## src/rtl/aes_round_sequencer_if.sv

```systemverilog
// ---------------------------------------------------------------------------
// aes_round_sequencer_if
//
// Bundles every non-clock/reset signal of the AES round sequencer: the
// start/plaintext/key input side, the req/ack round handshake towards the
// shared single-round datapath, and the status/ciphertext outputs.
//
// Signals:
//   start          begin encryption (honoured only when the sequencer is idle/err)
//   plain_in       128-bit plaintext, MSB = byte 0
//   key_in         128-bit cipher key, MSB = byte 0
//   rnd_req        round request to the datapath
//   rnd_num        current round index 1..NUM_ROUNDS (0 when not requesting)
//   rnd_final      last round marker (datapath skips MixColumns)
//   rnd_state_out  working state handed to the datapath
//   rnd_key_out    previous round key handed to the datapath
//   rnd_ack        datapath result valid, qualifies rnd_state_in/rnd_key_in
//   rnd_state_in   round result state
//   rnd_key_in     next round key
//   busy           sequencer working (not idle, not in error)
//   done           one-cycle completion pulse
//   err            sticky round-ack timeout flag
//   cipher_out     ciphertext, valid from done until the next accepted start
//
// Modports:
//   slave   the sequencer's own view
//   master  the environment's view (host plus round datapath)
// ---------------------------------------------------------------------------
interface aes_round_sequencer_if;
    logic         start;
    logic [127:0] plain_in;
    logic [127:0] key_in;
    logic         rnd_req;
    logic [3:0]   rnd_num;
    logic         rnd_final;
    logic [127:0] rnd_state_out;
    logic [127:0] rnd_key_out;
    logic         rnd_ack;
    logic [127:0] rnd_state_in;
    logic [127:0] rnd_key_in;
    logic         busy;
    logic         done;
    logic         err;
    logic [127:0] cipher_out;

    modport slave (
        input  start, plain_in, key_in, rnd_ack, rnd_state_in, rnd_key_in,
        output rnd_req, rnd_num, rnd_final, rnd_state_out, rnd_key_out,
               busy, done, err, cipher_out
    );

    modport master (
        output start, plain_in, key_in, rnd_ack, rnd_state_in, rnd_key_in,
        input  rnd_req, rnd_num, rnd_final, rnd_state_out, rnd_key_out,
               busy, done, err, cipher_out
    );
endinterface

```

## src/rtl/aes_round_sequencer.sv

```systemverilog
// ---------------------------------------------------------------------------
// aes_round_sequencer
//
// Iterative-round controller for the AES core. On an accepted start it
// captures plaintext and key, performs the initial AddRoundKey itself, then
// hands the working state and round key to a shared single-round datapath
// NUM_ROUNDS times over a req/ack handshake. The final state is presented on
// cipher_out together with a one-cycle done pulse. A per-round ack timeout
// moves the sequencer into a sticky error state that a new start clears.
//
// Parameters:
//   NUM_ROUNDS  rounds issued after the initial AddRoundKey, legal 1..14
//   TIMEOUT     cycles to wait for rnd_ack per round, 0 disables the timeout
//
// Ports:
//   clk   system clock, all state changes on the rising edge
//   rst_  synchronous active-high reset, clears every output and state
//   bus   aes_round_sequencer_if.slave (start, data, round handshake, status)
// ---------------------------------------------------------------------------
module aes_round_sequencer #(
    parameter int NUM_ROUNDS = 10,
    parameter int TIMEOUT    = 255
) (
    input  logic                  clk,
    input  logic                  rst_,
    aes_round_sequencer_if.slave  bus
);

    typedef enum logic [2:0] {
        S_IDLE,
        S_INIT,
        S_ISSUE,
        S_DONE,
        S_ERR
    } seqState_t;

    localparam logic [3:0] LAST_ROUND = 4'(NUM_ROUNDS);
    localparam bit         TO_ENABLE  = (TIMEOUT != 0);
    localparam logic [7:0] TO_LAST    = (TIMEOUT == 0) ? 8'd0 : 8'(TIMEOUT - 1);

    seqState_t    r_fsm;
    logic [127:0] r_workState;
    logic [127:0] r_roundKey;
    logic [3:0]   r_round;
    logic [7:0]   r_toCnt;

    logic         r_rndReq;
    logic [3:0]   r_rndNum;
    logic         r_rndFinal;
    logic [127:0] r_rndStateOut;
    logic [127:0] r_rndKeyOut;
    logic         r_busy;
    logic         r_done;
    logic         r_err;
    logic [127:0] r_cipher;

    logic [127:0] w_initState;
    logic [3:0]   w_nextRound;
    logic [7:0]   w_toCntSat;
    logic         w_toExpire;

    // Initial AddRoundKey result; it is both the new working state and the
    // first state presented to the datapath.
    assign w_initState = r_workState ^ r_roundKey;
    assign w_nextRound = r_round + 4'd1;

    // The wait counter saturates so a disabled timeout never wraps around.
    assign w_toCntSat = (r_toCnt == 8'hFF) ? r_toCnt : r_toCnt + 8'd1;

    // Expiry is evaluated one count early so err becomes visible exactly
    // TIMEOUT cycles after the round request was first presented.
    assign w_toExpire = TO_ENABLE && (r_toCnt == TO_LAST);

    // Single sequencing FSM. All bus outputs are registers updated on the
    // transition into the state that owns them, so the round handshake
    // outputs are already valid in the first cycle of each round and are
    // zero everywhere outside ISSUE. An ack always beats a coincident
    // timeout because the ack branch is tested first.
    always_ff @(posedge clk) begin
        if (rst_) begin
            r_fsm         <= S_IDLE;
            r_workState   <= '0;
            r_roundKey    <= '0;
            r_round       <= '0;
            r_toCnt       <= '0;
            r_rndReq      <= 1'b0;
            r_rndNum      <= '0;
            r_rndFinal    <= 1'b0;
            r_rndStateOut <= '0;
            r_rndKeyOut   <= '0;
            r_busy        <= 1'b0;
            r_done        <= 1'b0;
            r_err         <= 1'b0;
            r_cipher      <= '0;
        end else begin
            r_done <= 1'b0;
            case (r_fsm)
                S_IDLE, S_ERR: begin
                    if (bus.start) begin
                        r_workState <= bus.plain_in;
                        r_roundKey  <= bus.key_in;
                        r_err       <= 1'b0;
                        r_cipher    <= '0;
                        r_busy      <= 1'b1;
                        r_fsm       <= S_INIT;
                    end
                end

                S_INIT: begin
                    r_workState   <= w_initState;
                    r_round       <= 4'd1;
                    r_toCnt       <= '0;
                    r_rndReq      <= 1'b1;
                    r_rndNum      <= 4'd1;
                    r_rndFinal    <= (LAST_ROUND == 4'd1);
                    r_rndStateOut <= w_initState;
                    r_rndKeyOut   <= r_roundKey;
                    r_fsm         <= S_ISSUE;
                end

                S_ISSUE: begin
                    if (bus.rnd_ack) begin
                        r_workState <= bus.rnd_state_in;
                        r_roundKey  <= bus.rnd_key_in;
                        r_toCnt     <= '0;
                        if (r_round == LAST_ROUND) begin
                            r_rndReq      <= 1'b0;
                            r_rndNum      <= '0;
                            r_rndFinal    <= 1'b0;
                            r_rndStateOut <= '0;
                            r_rndKeyOut   <= '0;
                            r_done        <= 1'b1;
                            r_cipher      <= bus.rnd_state_in;
                            r_fsm         <= S_DONE;
                        end else begin
                            // rnd_req stays high so the next round may be
                            // acknowledged in the very next cycle.
                            r_round       <= w_nextRound;
                            r_rndNum      <= w_nextRound;
                            r_rndFinal    <= (w_nextRound == LAST_ROUND);
                            r_rndStateOut <= bus.rnd_state_in;
                            r_rndKeyOut   <= bus.rnd_key_in;
                        end
                    end else begin
                        r_toCnt <= w_toCntSat;
                        if (w_toExpire) begin
                            r_rndReq      <= 1'b0;
                            r_rndNum      <= '0;
                            r_rndFinal    <= 1'b0;
                            r_rndStateOut <= '0;
                            r_rndKeyOut   <= '0;
                            r_busy        <= 1'b0;
                            r_err         <= 1'b1;
                            r_fsm         <= S_ERR;
                        end
                    end
                end

                S_DONE: begin
                    r_busy <= 1'b0;
                    r_fsm  <= S_IDLE;
                end

                default: begin
                    r_fsm <= S_IDLE;
                end
            endcase
        end
    end

    assign bus.rnd_req       = r_rndReq;
    assign bus.rnd_num       = r_rndNum;
    assign bus.rnd_final     = r_rndFinal;
    assign bus.rnd_state_out = r_rndStateOut;
    assign bus.rnd_key_out   = r_rndKeyOut;
    assign bus.busy          = r_busy;
    assign bus.done          = r_done;
    assign bus.err           = r_err;
    assign bus.cipher_out    = r_cipher;

endmodule

```

## src/flat_wrapper.sv

```systemverilog
// flat-port wrapper written by rule: the top's interface ports become plain ports
module aes_round_sequencer_flat 
#(
    parameter int NUM_ROUNDS = 10,
    parameter int TIMEOUT    = 255
)
  (clk, rst_, bus_start, bus_plain_in, bus_key_in, bus_rnd_ack, bus_rnd_state_in, bus_rnd_key_in, bus_rnd_req, bus_rnd_num, bus_rnd_final, bus_rnd_state_out, bus_rnd_key_out, bus_busy, bus_done, bus_err, bus_cipher_out);
  aes_round_sequencer_if bus_i ();
  input  logic clk;
  input  logic rst_;
  input wire logic [$bits(bus_i.start)-1:0] bus_start;
  input wire logic [$bits(bus_i.plain_in)-1:0] bus_plain_in;
  input wire logic [$bits(bus_i.key_in)-1:0] bus_key_in;
  input wire logic [$bits(bus_i.rnd_ack)-1:0] bus_rnd_ack;
  input wire logic [$bits(bus_i.rnd_state_in)-1:0] bus_rnd_state_in;
  input wire logic [$bits(bus_i.rnd_key_in)-1:0] bus_rnd_key_in;
  output wire logic [$bits(bus_i.rnd_req)-1:0] bus_rnd_req;
  output wire logic [$bits(bus_i.rnd_num)-1:0] bus_rnd_num;
  output wire logic [$bits(bus_i.rnd_final)-1:0] bus_rnd_final;
  output wire logic [$bits(bus_i.rnd_state_out)-1:0] bus_rnd_state_out;
  output wire logic [$bits(bus_i.rnd_key_out)-1:0] bus_rnd_key_out;
  output wire logic [$bits(bus_i.busy)-1:0] bus_busy;
  output wire logic [$bits(bus_i.done)-1:0] bus_done;
  output wire logic [$bits(bus_i.err)-1:0] bus_err;
  output wire logic [$bits(bus_i.cipher_out)-1:0] bus_cipher_out;
  assign bus_i.start = bus_start;
  assign bus_i.plain_in = bus_plain_in;
  assign bus_i.key_in = bus_key_in;
  assign bus_i.rnd_ack = bus_rnd_ack;
  assign bus_i.rnd_state_in = bus_rnd_state_in;
  assign bus_i.rnd_key_in = bus_rnd_key_in;
  assign bus_rnd_req = bus_i.rnd_req;
  assign bus_rnd_num = bus_i.rnd_num;
  assign bus_rnd_final = bus_i.rnd_final;
  assign bus_rnd_state_out = bus_i.rnd_state_out;
  assign bus_rnd_key_out = bus_i.rnd_key_out;
  assign bus_busy = bus_i.busy;
  assign bus_done = bus_i.done;
  assign bus_err = bus_i.err;
  assign bus_cipher_out = bus_i.cipher_out;
  aes_round_sequencer #(.NUM_ROUNDS(NUM_ROUNDS), .TIMEOUT(TIMEOUT)) u_core (.clk(clk), .rst_(rst_), .bus(bus_i));
endmodule
```

## config.mk

```make
export PLATFORM = sky130hd
export DESIGN_NAME = aes_round_sequencer_flat
export DESIGN_NICKNAME = d
export VERILOG_FILES = /design/src/rtl/aes_round_sequencer_if.sv /design/src/rtl/aes_round_sequencer.sv /design/src/flat_wrapper.sv
export SDC_FILE = /design/constraint.sdc
export NUM_CORES = 2
export LEC_CHECK = 0
export ABC_AREA = 1
export BUFFER_PORTS_ARGS = -buffer_cell sky130_fd_sc_hd__buf_4
export CORE_AREA = 2 2 358 360
export CTS_CLUSTER_DIAMETER = 150
export CTS_CLUSTER_SIZE = 14
export DETAILED_ROUTE_END_ITERATION = 10
export DIE_AREA = 0 0 360 362
export GPL_TIMING_DRIVEN = 0
export HOLD_SLACK_MARGIN = 0.15
export MAX_ROUTING_LAYER = met4
export PLACE_DENSITY = 0.47
export RECOVER_POWER = 50
export SYNTH_ARGS = -nofsm -noshare
export SYNTH_HDL_FRONTEND = slang
export SYNTH_SLANG_ARGS = --single-unit
export TNS_END_PERCENT = 50
```

## constraint.sdc

```tcl
create_clock -name clk -period 2 [get_ports clk]
set_input_delay 0.1 -clock clk [delete_from_list [all_inputs] [get_ports clk]]
set_output_delay 0.1 -clock clk [all_outputs]
set_load 0.01 [all_outputs]
```

==> results.ini <==
[power_and_ir_drop]
p_sw_uw=30600
powerDensity_nw_per_um2=1340
seqPwrFrac_pct=32.2
pwr-share-clk_pct=15.8
p_leak_uw=0.0230
irDropWorstVdd_v=0.000702
p_comb_share_pct=52.0
power_uw=65100
p_int_uw=34600
switching_share_pct=46.9

[outcome]
outcome=finished clean

[setup_path]
worstPathRequired_ns=2.62
critPathMaxFanout=12
endpoint_kind=register
worstSetupPathType=register to register
critPathLaunchType=register
worstPathArrival_ns=2.61
rrSetupSlack_ns=0.01

[global_routing]
grt_usage_pct=28.3
overflow=0
first_global_vias=38233
antenna_found_initial=26
grt_pass1_wl_um=263000
grt_max_degree=15

[sta]
whs_ns=0.227
fin_ws_ns=0.0108
rsz0062_at_grt=yes
setup_violations=0
max_clock_freq_mhz=503
period_needed_ns=1.99
skew_ns=0.0411
slew_headroom_pct=7.33
finalCritPeriodShare_pct=99.5
slew_violations=0
tightestPinTransition_ns=1.39
final-hold-violation-count=0

[synthesis]
seq_area_frac_synth_pct=40.5
ys_top_cells_by_area=dfxtp_1, nand2_1, nor2_1
syn_nets=5684
ys_types=30
ys_seq_elements=664
syn_area_um2=32800
synthTopCellsByCount=nand2_1, nor2_1, dfxtp_1
synth_top_area_share_pct=40.5
synth_cells=5163
synth_edf_count=0
avgSynthCellArea_um2=6.35
ys.flop_type=dfxtp_1
ys_warn_count=0
async_flop_share_pct=0
yosysMostFrequentCell=nand2_1
synth_top_cell_by_area=dfxtp_1

[drt]
routed_wl_um=188000
wl_per_cell_um=22.5
viasPerCell=4.65
vias=38866
ant_nets=0
drt_iter0_markers=2963
first_pass_iters=6
drcViolationCount=0

[clock_tree]
cts_tree=yes
clk_path_buf_depth=3
cts_sinks=664
cts_buffers=53
clk_latency_ns=0.69
cts_root_buf=clkbuf_16
clkTransAtPathRegs_ns=0.08
htree_levels=2

[floorplanning]
dieWidth_um=360
initial_core_util_pct=25.9
row_count=131
coreArea_um2=127000
die_y_um=362
io_pins=909
die-area_um2=130000

[placed_design]
dp_hpwl_um=141000
place_congestion=0.948
io_buffers=908
place_ws_ns=-1.48

[cells_and_area]
drive_above_1_share_pct=14.3
nNetsFinal=7184
area_growth_pct=47.7

[run]
maxCapViolations=0

[min_path]
min_path_type=primary input to register

## final timing paths
kind / start / endpoint / cells past startpoint
setup / recovery: u_core.r_fsm[0]$_SDFFE_PP0P_ / u_core.r_roundKey[16]$_SDFFE_PP0P_ / 8
hold / removal: bus_rnd_state_in[17] / u_core.bus.cipher_out[17]$_SDFFE_PP0P_ / 4
setup reg to reg: u_core.r_fsm[0]$_SDFFE_PP0P_ / u_core.r_roundKey[16]$_SDFFE_PP0P_ / 8
hold reg to reg: u_core.bus.cipher_out[106]$_SDFFE_PP0P_ / u_core.bus.cipher_out[106]$_SDFFE_PP0P_ / 2
## power groups by stage
stage               sequential (µW)  combinational, µW  clock (µW)
floorplan                     21500              17000           0
global placement              21100              32000           0
detailed placement            21200              32100           0
CTS                           21000              35000       10500
global route                  21400              37200       11000
finish                        20900              33900       10300
## final cells by class
type / count / area [µm²]
fillers: 14097 / 78300
inverters: 482 / 1840
multi-input cells: 3665 / 16300
clock buffers: 55 / 1380
plain buffers: 352 / 2610
diodes: 24 / 60.1
flip-flops and latches: 664 / 13300
repair buffers: 1445 / 10800
clock inverters: 2 / 17.5
well taps: 1662 / 2080
## layer usage
layer / global-route usage [%] / vias to the layer above / wire length, µm
li1: - / 19092 / -
met1: 34.2 / 18211 / 80000
met2: 47.4 / 1315 / 88600
met3: 5.20 / 248 / 12100
met4: 8.91 / 0 / 6830
met5: - / - / 0
## cell families (layout without fill, tap and decap cells)
| logic type | Yosys count | in the layout | synth area share, % |
|---|---|---|---|
| flip-flops | 664 | 664 | 40.5 |
| buffers and inverters | 835 | 2336 | 10.5 |
| XOR/XNOR | 108 | 108 | 2.88 |
| AO/OA/AOI/OAI | 839 | 839 | 13.5 |
| AND/OR/NAND/NOR | 2711 | 2712 | 32.4 |
| other | 0 | 24 | 0 |
| multiplexers | 1 | 1 | 0.0305 |
| adder cells (fa/ha/maj) | 5 | 5 | 0.191 |
## worst max-delay path, stage by stage, from the launching register on
cell      delay (ns)
dfxtp_4         0.40
nor2_4          0.06
nand2_8         0.13
buf_6           0.40
clkbuf_2        0.36
nand2_1         0.08
o21ai_0         0.25
nor2_1          0.12
nor2_1          0.11
## placed cells by master, fill, tap and decap left out, types with 31 or more instances in the layout
| cell | n |
|---|---|
| a22oi_1 | 74 |
| xor2_1 | 77 |
| inv_1 | 472 |
| nand2_1 | 1353 |
| or2_2 | 33 |
| o21ai_0 | 244 |
| buf_6 | 54 |
| clkbuf_2 | 56 |
| nor2_1 | 1046 |
| clkbuf_1 | 474 |
| nand3_1 | 232 |
| dlygate4sd3_1 | 516 |
| buf_4 | 587 |
| o21ai_1 | 247 |
| a21oi_1 | 244 |
| xnor2_1 | 31 |
| buf_2 | 34 |
| dfxtp_1 | 656 |
| clkbuf_16 | 59 |
## flip-flops by register name, indices dropped and copies added, names as in the netlist, 3 cells and up
| name | count |
|---|---|
| u_core.bus.rnd_state_out | 128 |
| u_core.bus.rnd_key_out | 128 |
| u_core.r_roundKey | 128 |
| u_core.r_toCnt | 8 |
| u_core.bus.cipher_out | 128 |
| u_core.r_round | 4 |
| u_core.r_workState | 128 |
| u_core.r_fsm | 3 |
| u_core.bus.rnd_num | 4 |
## stage by stage
stage          utilization (%)  cells  instance area [µm²]  setup TNS [ns]
4_1_cts                   39.0   8322                49400         -0.0527
3_3_place_gp              32.9   7733                41700         -591.22
5_1_grt                   38.2   8344                48400          -0.533
2_1_floorplan                -   5163                32800               0
3_5_place_dp              32.9   7735                41700         -548.90
6_report                  38.2   8351                48400               0
## repair_timing
action	in CTS	in global routing
endpoints found under the hold margin	658	0
cloned	3	4
pin swaps	7	1
buffers inserted	12	1
endpoints found under the setup margin	660	583
hold buffers	516	0
resized for setup	320	145
(Power assumes the default switching activity.)
